$ cat src/rtl/inst_queue_pkg.sv
// rtl/inst_queue_pkg.sv - shared sizes and entry layout for the instruction queue
//
// Purpose: queue depth, pointer width, field widths and the packed entry type
//          used by the queue top, its storage array and its interface.
// Ports:   none (package).

package inst_queue_pkg;

  localparam int IQ_DEPTH = 16;
  localparam int IQ_PTR_W = 4;
  localparam int PC_W     = 32;
  localparam int INST_W   = 32;
  localparam int ENTRY_W  = 1 + PC_W + INST_W;

  // Entry packing {adel, pc, inst}, 65 bits
  typedef struct packed {
    logic              adel;
    logic [PC_W-1:0]   pc;
    logic [INST_W-1:0] inst;
  } iq_entry_t;

endpackage

$ cat src/rtl/inst_queue_if.sv
// rtl/inst_queue_if.sv - fetch/decode side signals of the instruction queue
//
// Purpose: bundles the fetch (enqueue) slots, the decode (dequeue) slots,
//          flush, full and count.
// Modports:
//   master - fetch/decode side: drives flush, in_*, deq_*; sees full, out_*, count
//   slave  - the queue: the reverse

interface inst_queue_if import inst_queue_pkg::*; #(
  parameter int PTR_W = IQ_PTR_W
);

  logic              flush;
  logic              in_valid_1;
  logic              in_valid_2;
  logic [PC_W-1:0]   in_pc_1;
  logic [PC_W-1:0]   in_pc_2;
  logic [INST_W-1:0] in_inst_1;
  logic [INST_W-1:0] in_inst_2;
  logic              in_adel_1;
  logic              in_adel_2;
  logic              full;
  logic              out_valid_1;
  logic              out_valid_2;
  logic [PC_W-1:0]   out_pc_1;
  logic [PC_W-1:0]   out_pc_2;
  logic [INST_W-1:0] out_inst_1;
  logic [INST_W-1:0] out_inst_2;
  logic              out_adel_1;
  logic              out_adel_2;
  logic              deq_1;
  logic              deq_2;
  logic [PTR_W:0]    count;

  modport master (
    output flush, in_valid_1, in_valid_2, in_pc_1, in_pc_2,
           in_inst_1, in_inst_2, in_adel_1, in_adel_2, deq_1, deq_2,
    input  full, out_valid_1, out_valid_2, out_pc_1, out_pc_2,
           out_inst_1, out_inst_2, out_adel_1, out_adel_2, count
  );

  modport slave (
    input  flush, in_valid_1, in_valid_2, in_pc_1, in_pc_2,
           in_inst_1, in_inst_2, in_adel_1, in_adel_2, deq_1, deq_2,
    output full, out_valid_1, out_valid_2, out_pc_1, out_pc_2,
           out_inst_1, out_inst_2, out_adel_1, out_adel_2, count
  );

endinterface

$ cat src/rtl/inst_queue_ram.sv
// rtl/inst_queue_ram.sv - entry storage, two sync write ports, two async read ports
//
// Purpose: DEPTH x 65-bit register array; not reset.
// Ports:
//   clk               clock
//   we_1/waddr_1/wdata_1  write port 1 (tail)
//   we_2/waddr_2/wdata_2  write port 2 (tail+1); never aliases port 1
//   raddr_1/rdata_1   async read port 1 (head)
//   raddr_2/rdata_2   async read port 2 (head+1)

module inst_queue_ram import inst_queue_pkg::*; #(
  parameter int DEPTH = IQ_DEPTH,
  parameter int PTR_W = IQ_PTR_W
) (
  input  logic             clk,
  input  logic             we_1,
  input  logic [PTR_W-1:0] waddr_1,
  input  iq_entry_t        wdata_1,
  input  logic             we_2,
  input  logic [PTR_W-1:0] waddr_2,
  input  iq_entry_t        wdata_2,
  input  logic [PTR_W-1:0] raddr_1,
  output iq_entry_t        rdata_1,
  input  logic [PTR_W-1:0] raddr_2,
  output iq_entry_t        rdata_2
);

  iq_entry_t mem [DEPTH];

  always_ff @(posedge clk) begin
    if (we_1) mem[waddr_1] <= wdata_1;
    if (we_2) mem[waddr_2] <= wdata_2;
  end

  assign rdata_1 = mem[raddr_1];
  assign rdata_2 = mem[raddr_2];

endmodule

$ cat src/rtl/inst_queue.sv
// rtl/inst_queue.sv - dual-issue instruction buffer between fetch and decode
//
// Purpose: circular buffer taking 0-2 fetched instructions per cycle and
//          presenting the oldest two to decode (first-word-fall-through).
// Ports:
//   clk     clock
//   resetn  synchronous active-low reset (priority over flush)
//   q       inst_queue_if.slave: fetch slots, decode slots, flush, full, count

module inst_queue import inst_queue_pkg::*; #(
  parameter int DEPTH = IQ_DEPTH,
  parameter int PTR_W = IQ_PTR_W
) (
  input  logic         clk,
  input  logic         resetn,
  inst_queue_if.slave  q
);

  localparam int CNT_W = PTR_W + 1;

  logic [PTR_W-1:0] head;
  logic [PTR_W-1:0] tail;
  logic [CNT_W-1:0] count;
  logic             full_w;
  logic             valid_1;
  logic             valid_2;
  logic [1:0]       n_enq;
  logic [1:0]       n_deq;
  iq_entry_t        wdata_1;
  iq_entry_t        wdata_2;
  iq_entry_t        rdata_1;
  iq_entry_t        rdata_2;

  // Gating uses the registered count only, so a dequeue this cycle never
  // makes room for an enqueue this cycle.
  assign full_w  = (count > CNT_W'(DEPTH - 2));
  assign valid_1 = (count != '0);
  assign valid_2 = (count >= CNT_W'(2));

  // Slot 2 counts only behind slot 1; likewise deq_2 only behind deq_1.
  assign n_enq = (full_w || !q.in_valid_1) ? 2'd0 : (q.in_valid_2 ? 2'd2 : 2'd1);
  assign n_deq = !(q.deq_1 && valid_1) ? 2'd0 : ((q.deq_2 && valid_2) ? 2'd2 : 2'd1);

  assign wdata_1 = '{adel: q.in_adel_1, pc: q.in_pc_1, inst: q.in_inst_1};
  assign wdata_2 = '{adel: q.in_adel_2, pc: q.in_pc_2, inst: q.in_inst_2};

  inst_queue_ram #(.DEPTH(DEPTH), .PTR_W(PTR_W)) u_ram (
    .clk     (clk),
    .we_1    (!q.flush && n_enq != 2'd0),
    .waddr_1 (tail),
    .wdata_1 (wdata_1),
    .we_2    (!q.flush && n_enq == 2'd2),
    .waddr_2 (tail + PTR_W'(1)),
    .wdata_2 (wdata_2),
    .raddr_1 (head),
    .rdata_1 (rdata_1),
    .raddr_2 (head + PTR_W'(1)),
    .rdata_2 (rdata_2)
  );

  always_ff @(posedge clk) begin
    if (!resetn || q.flush) begin
      head  <= '0;
      tail  <= '0;
      count <= '0;
    end else begin
      head  <= head + PTR_W'(n_deq);
      tail  <= tail + PTR_W'(n_enq);
      count <= count + CNT_W'(n_enq) - CNT_W'(n_deq);
    end
  end

  assign q.full        = full_w;
  assign q.count       = count;
  assign q.out_valid_1 = valid_1;
  assign q.out_valid_2 = valid_2;
  assign q.out_pc_1    = rdata_1.pc;
  assign q.out_pc_2    = rdata_2.pc;
  assign q.out_inst_1  = rdata_1.inst;
  assign q.out_inst_2  = rdata_2.inst;
  assign q.out_adel_1  = rdata_1.adel;
  assign q.out_adel_2  = rdata_2.adel;

endmodule

$ cat src/flat_wrapper.sv
// flat-port wrapper written by rule: the top's interface ports become plain ports
module inst_queue_flat import inst_queue_pkg::*;
#(
  parameter int DEPTH = IQ_DEPTH,
  parameter int PTR_W = IQ_PTR_W
)
  (clk, resetn, q_flush, q_in_valid_1, q_in_valid_2, q_in_pc_1, q_in_pc_2, q_in_inst_1, q_in_inst_2, q_in_adel_1, q_in_adel_2, q_deq_1, q_deq_2, q_full, q_out_valid_1, q_out_valid_2, q_out_pc_1, q_out_pc_2, q_out_inst_1, q_out_inst_2, q_out_adel_1, q_out_adel_2, q_count);
  inst_queue_if #(.PTR_W(PTR_W)) q_i ();
  input  logic clk;
  input  logic resetn;
  input wire logic [$bits(q_i.flush)-1:0] q_flush;
  input wire logic [$bits(q_i.in_valid_1)-1:0] q_in_valid_1;
  input wire logic [$bits(q_i.in_valid_2)-1:0] q_in_valid_2;
  input wire logic [$bits(q_i.in_pc_1)-1:0] q_in_pc_1;
  input wire logic [$bits(q_i.in_pc_2)-1:0] q_in_pc_2;
  input wire logic [$bits(q_i.in_inst_1)-1:0] q_in_inst_1;
  input wire logic [$bits(q_i.in_inst_2)-1:0] q_in_inst_2;
  input wire logic [$bits(q_i.in_adel_1)-1:0] q_in_adel_1;
  input wire logic [$bits(q_i.in_adel_2)-1:0] q_in_adel_2;
  input wire logic [$bits(q_i.deq_1)-1:0] q_deq_1;
  input wire logic [$bits(q_i.deq_2)-1:0] q_deq_2;
  output wire logic [$bits(q_i.full)-1:0] q_full;
  output wire logic [$bits(q_i.out_valid_1)-1:0] q_out_valid_1;
  output wire logic [$bits(q_i.out_valid_2)-1:0] q_out_valid_2;
  output wire logic [$bits(q_i.out_pc_1)-1:0] q_out_pc_1;
  output wire logic [$bits(q_i.out_pc_2)-1:0] q_out_pc_2;
  output wire logic [$bits(q_i.out_inst_1)-1:0] q_out_inst_1;
  output wire logic [$bits(q_i.out_inst_2)-1:0] q_out_inst_2;
  output wire logic [$bits(q_i.out_adel_1)-1:0] q_out_adel_1;
  output wire logic [$bits(q_i.out_adel_2)-1:0] q_out_adel_2;
  output wire logic [$bits(q_i.count)-1:0] q_count;
  assign q_i.flush = q_flush;
  assign q_i.in_valid_1 = q_in_valid_1;
  assign q_i.in_valid_2 = q_in_valid_2;
  assign q_i.in_pc_1 = q_in_pc_1;
  assign q_i.in_pc_2 = q_in_pc_2;
  assign q_i.in_inst_1 = q_in_inst_1;
  assign q_i.in_inst_2 = q_in_inst_2;
  assign q_i.in_adel_1 = q_in_adel_1;
  assign q_i.in_adel_2 = q_in_adel_2;
  assign q_i.deq_1 = q_deq_1;
  assign q_i.deq_2 = q_deq_2;
  assign q_full = q_i.full;
  assign q_out_valid_1 = q_i.out_valid_1;
  assign q_out_valid_2 = q_i.out_valid_2;
  assign q_out_pc_1 = q_i.out_pc_1;
  assign q_out_pc_2 = q_i.out_pc_2;
  assign q_out_inst_1 = q_i.out_inst_1;
  assign q_out_inst_2 = q_i.out_inst_2;
  assign q_out_adel_1 = q_i.out_adel_1;
  assign q_out_adel_2 = q_i.out_adel_2;
  assign q_count = q_i.count;
  inst_queue #(.DEPTH(DEPTH), .PTR_W(PTR_W)) u_core (.clk(clk), .resetn(resetn), .q(q_i));
endmodule
$ cat config.mk
export PLATFORM = sky130hd
export DESIGN_NAME = inst_queue_flat
export DESIGN_NICKNAME = d
export VERILOG_FILES = /design/src/rtl/inst_queue_pkg.sv /design/src/rtl/inst_queue_if.sv /design/src/rtl/inst_queue_ram.sv /design/src/rtl/inst_queue.sv /design/src/flat_wrapper.sv
export SDC_FILE = /design/constraint.sdc
export NUM_CORES = 2
export LEC_CHECK = 0
export CAP_MARGIN = 5
export CORE_UTILIZATION = 40
export CTS_CLUSTER_SIZE = 14
export DETAILED_ROUTE_END_ITERATION = 8
export SLEW_MARGIN = 20
export SYNTH_ARGS = -nofsm -noshare
export SYNTH_HDL_FRONTEND = slang
export SYNTH_HIERARCHICAL = 1
export SYNTH_SLANG_ARGS = --single-unit
$ cat constraint.sdc
create_clock -name clk -period 10.9 [get_ports clk]
set_input_delay 2.18 -clock clk [delete_from_list [all_inputs] [get_ports clk]]
set_output_delay 2.18 -clock clk [all_outputs]
set_load 0.02 [all_outputs]
* After elaboration in Yosys (flattened, before gate mapping)
Memories as Yosys holds them, arrays and structs flattened. A register that Yosys moved wholly into a read port is not among the register bits.
Cells that the tools add are included.
** Storage, ports and cells
- Flip-flop bits (word level) :: 13
- Input port bits :: 137
- Memories kept :: 1
- Bits in writable memories :: 1040
** Cells by class
- Multiplexer cells :: 9
- Order comparisons :: 2
- Add/sub/neg operators :: 6
- Reductions and logical operators :: 11
- Equality and inequality tests :: 1
** Memories
- u_core.u_ram.mem :: words 16, bits a word 65, rd ports 2, clocked after Yosys merged registers in 1, write ports 2, line inst_queue_ram.sv:28 : iq_entry_t mem [DEPTH];
** Operator list (count)
- $add A4 B1 Y4 const B :: 2
- $add A4 B2 Y4 :: 2
- $mux W2 :: 4
- $add A5 B2 Y5 :: 1
- $ge A5 B2 Y1 const B :: 1
- $gt A5 B4 Y1 const B :: 1
- $reduce_bool A5 Y1 :: 1
- $sub A5 B2 Y5 :: 1
- $logic_and A1 B1 Y1 :: 4
- $mux W1 :: 4
- $mux W4 :: 1
- $logic_not A1 Y1 :: 3
- $eq A2 B2 Y1 const B :: 1
- $logic_or A1 B1 Y1 :: 2
- $reduce_bool A2 Y1 :: 1

* Depth between registers and ports, before layout
- Depth in word-level cells :: 7
- Depth in mapped cells :: 13

* Cells and area by module
Netlist, hierarchy kept.
** Modules (own cells, without submodules)
- inst_queue_ram :: area an instance 59747.3 µm², instances 1, cells each 3460
- inst_queue :: area an instance 968.4 µm², instances 1, cells each 107

* Worst setup path after synthesis
OpenSTA, ideal clock, no wires.
- Kind :: input -> register
- From :: input q_in_valid_1
- To :: memory u_core/u_ram/mem[1][0] in the netlist's numbering (enable)
- Stages :: 4
- Arrival time :: 7.527 ns
- Setup slack :: 2.796 ns
- Path through :: o211ai_4 -> nor2_1 -> or3b_2 -> o21ai_0
** RTL lines
- start, declared :: line flat_wrapper.sv:12 : input wire logic [$bits(q_i.in_valid_1)-1:0] q_in_valid_1;
- end, declared :: line inst_queue_ram.sv:28

==> flow_metrics.env <==
export IMPL_cp_slowest_cell="buf_4"
export IMPL_grt_pass1_wl_um=276000
export IMPL_place_area_sq_mm=0.0651
export IMPL_grt_usage_pct=24.9
export IMPL_synthCells=3567
export IMPL_critPathKind="reg2out"
export IMPL_muxShareOfSynthArea_pct=39.3
export IMPL_seq_area_frac_synth_pct=51.9
export IMPL_clk_latency_ps=750
export IMPL_powerDensity_mw_per_mm2=161
export IMPL_p_sw_mw=3.07
export IMPL_cp_start_kind="register"
export IMPL_fmax_mhz=130
export IMPL_rows=142
export IMPL_fin_area_sq_mm=0.0688
export IMPL_io_pins=275
export IMPL_drcViolationCount=0
export IMPL_synth_xor_area_share_pct=0.130
export IMPL_period_needed_ps=7710
export IMPL_syn_avg_cell_area_sq_um=17.0
export IMPL_antenna_found_initial=8
export IMPL_crit_path_cell_trace="buf_4 -> buf_4 -> buf_4 -> mux4_2 -> a22oi_1 -> nand2_1 -> clkdlybuf4s50_1"
export IMPL_multi_input_area_sq_mm=0.0276
export IMPL_fin_setup_tns_ps=0
export IMPL_initial_core_util_pct=40.4
export IMPL_h_tree_depth=3
export IMPL_maxSlewViolCount=0
export IMPL_maxCapViolations=0
export IMPL_yosys_area_share_simple_pct=1.49
export IMPL_grt_pass1_vias=38000
export IMPL_setup_viol=0
export IMPL_clkPwrFrac_pct=35.1
export IMPL_grt_ovfl_total=0
export IMPL_first_iter_violations=3734
export IMPL_cp_max_fo=44
export IMPL_p_leak_nw=21.8
export IMPL_layout_setup_ws_ps=3190
export IMPL_worst_pin_slew_ps=1190
export IMPL_die_w_um=392
export IMPL_cts_inserted_buffers=119
export IMPL_ys_warn_count=6
export IMPL_crit_arrival_ps=5530
export IMPL_fillers=13100
export IMPL_grt_max_degree=132
export IMPL_dieArea_sq_mm=0.153
export IMPL_gp_congestion=0.782
export IMPL_synth_top_family_by_area="multiplexers"
export IMPL_finalHoldViolations=0
export IMPL_cpPeakStageDelay_ps=870
export IMPL_nets=3778
export IMPL_dp_cells=5517
export IMPL_post_cts_setup_buffers=0
export IMPL_fin_crit_sh_pct=70.7
export IMPL_combPwrFrac_pct=23.6
export IMPL_p_int_mw=7.98
export IMPL_die_h_um=392
export IMPL_clk_pin_slew_ps=60
export IMPL_drt_pass1_iter_count=5
export IMPL_synthAdderAreaFrac_pct=0.420
export IMPL_core_region_area_sq_mm=0.150
export IMPL_ctsRootBufferMaster="clkbuf_16"
export IMPL_finClkSkew_ps=35.7
export IMPL_cp_common_cell="buf_4"
export IMPL_clock_path_buffers=3
export IMPL_drive_gt1_share_pct=48.6
export IMPL_syn_area_sq_mm=0.0607
export IMPL_post_place_ws_ps=3820
export IMPL_p_seq_share_pct=41.3
export IMPL_vias=36300
export IMPL_layoutNonFillerInstCount=5737
export IMPL_ant_nets=0
export IMPL_area_delta_synth_final_pct=13.4
export IMPL_viasPerCell=6.33
export IMPL_relSlewSlack_pct=20.5
export IMPL_cts_hold_fix_buffers=0
export IMPL_swShare_pct=27.8
export IMPL_cts_resized=0
export IMPL_final_common_cell="edfxtp_1"
export IMPL_cts_tree="done"
export IMPL_cts_sinks=1053
export IMPL_port_buffers=274
export IMPL_wl_per_cell_um=33.5
export IMPL_layout_common_cells="edfxtp_1, mux2_2, mux4_2"
export IMPL_hp_class="reg2reg"
export IMPL_critPathRequiredTime_ps=8720
export IMPL_routed_wl_um=192000
export IMPL_seq_area_sq_mm=0.0315
export IMPL_synth_seq_cells=1053
export IMPL_peakVddDrop_mv=0.131
export IMPL_synthesis_nets=3722
export IMPL_end_kind="output pin"
export IMPL_holdWs_ps=675
export IMPL_yosysUniqueCellTypes=43
export IMPL_hpwlAfterDp_um=106000
export IMPL_rsz0062_at_grt="no"
export IMPL_synth_compound_area_share_pct=3.57
export IMPL_status="complete, no violations"
-- synth_stat cells --
cell | instances | share of area (%)
fa_1 | 4 | 0.13
mux2_1 | 39 | 0.72
xnor2_1 | 5 | 0.072
mux2_4 | 117 | 2.9
inv_1 | 13 | 0.080
mux4_2 | 520 | 19
and2_1 | 5 | 0.052
a311o_1 | 1 | 0.016
mux2_2 | 884 | 16
nor2b_1 | 10 | 0.10
or2_2 | 1 | 0.010
buf_1 | 13 | 0.080
ha_1 | 14 | 0.29
nor2b_4 | 1 | 0.023
dfxtp_1 | 13 | 0.43
xor2_1 | 4 | 0.058
nor3b_1 | 1 | 0.012
edfxtp_1 | 1040 | 51
o21ai_0 | 12 | 0.099
or3_2 | 1 | 0.012
o211ai_4 | 1 | 0.035
or3_1 | 3 | 0.031
a21oi_2 | 1 | 0.014
a21oi_1 | 6 | 0.049
a21o_1 | 1 | 0.012
buf_6 | 15 | 0.28
or3b_2 | 1 | 0.014
o21bai_1 | 1 | 0.012
a22oi_1 | 261 | 3.2
o22ai_1 | 9 | 0.093
nand2_1 | 137 | 0.85
nand3_1 | 6 | 0.049
buf_2 | 146 | 1.2
or4b_4 | 1 | 0.023
or2b_1 | 1 | 0.012
nand3b_1 | 4 | 0.049
or3_4 | 1 | 0.019
nor2_1 | 23 | 0.14
buf_4 | 14 | 0.17
clkbuf_1 | 227 | 1.4
nor4_1 | 1 | 0.010
o2111ai_1 | 1 | 0.014
nand2b_1 | 8 | 0.082
-- power groups by stage --
stage / combinational, mW / sequential, mW / clock (mW)
after floorplan: 1.74 / 4.64 / 0
after global placement: 2.60 / 4.65 / 0
after detailed placement: 2.61 / 4.65 / 0
after CTS: 2.62 / 4.57 / 3.96
after global routing: 2.76 / 4.58 / 4.10
final: 2.61 / 4.57 / 3.88
-- state kept, by name (all words and copies together), names as in the netlist --
name	count
u_core/head	4
u_core/q.count	5
u_core/tail	4
u_core/u_ram/mem	1040
-- routing by layer --
layer	track usage [%]	vias to the layer above	wire, um
met5	0	-	33
met4	7.21	6	5340
met3	4.24	306	13900
met2	40.5	1520	91800
met1	34.3	19600	81200
li1	-	14900	-
-- cell type report --
type                    count  area share [%]
diodes                      3          0.0109
clock buffers             167            4.75
clock inverters            49           0.607
inverters                  13          0.0818
multi-input cells        2086            40.2
flip-flops and latches   1053            45.8
well taps                2016            3.66
repair buffers            350            4.96
-- worst paths after layout --
kind	from	end	slack (ps)	depth (start not counted)
setup / recovery	u_core/head[0]$_SDFF_PP0_	q_out_pc_1[7]	3190	7
hold / removal	u_core/tail[0]$_SDFF_PP0_	u_core/tail[0]$_SDFF_PP0_	670	2
setup reg to reg	u_core/q.count[4]$_SDFF_PP0_	u_core/u_ram/mem[8][17]$_DFFE_PP_	5930	10
hold reg to reg	u_core/tail[0]$_SDFF_PP0_	u_core/tail[0]$_SDFF_PP0_	670	2
-- logic make-up (layout without fill, tap and decap cells) --
group / after synthesis / after routing
compound gates: 294 / 294
xor+xnor: 9 / 9
fa+ha+maj: 18 / 18
buf+inv: 428 / 579
flops: 1053 / 1053
mux: 1560 / 1560
other cells: 0 / 3
simple gates: 205 / 205
-- worst max-delay path, delay by kind of cell, from the launching register on --
kind	cells	cell delay, ps
multiplexers	1	570
AND/OR/NAND/NOR	1	100
AO/OA/AOI/OAI	1	430
buffers and inverters	4	2850
flip-flops	1	720
-- metrics by stage --
step	utilization (%)	total power [mW]
2_1_floorplan	-	6.38
3_3_place_gp	43.3	7.25
3_5_place_dp	43.3	7.27
4_1_cts	45.8	11.2
5_1_grt	45.8	11.4
6_report	45.8	11.1
Power figures use the tool's default switching activity.
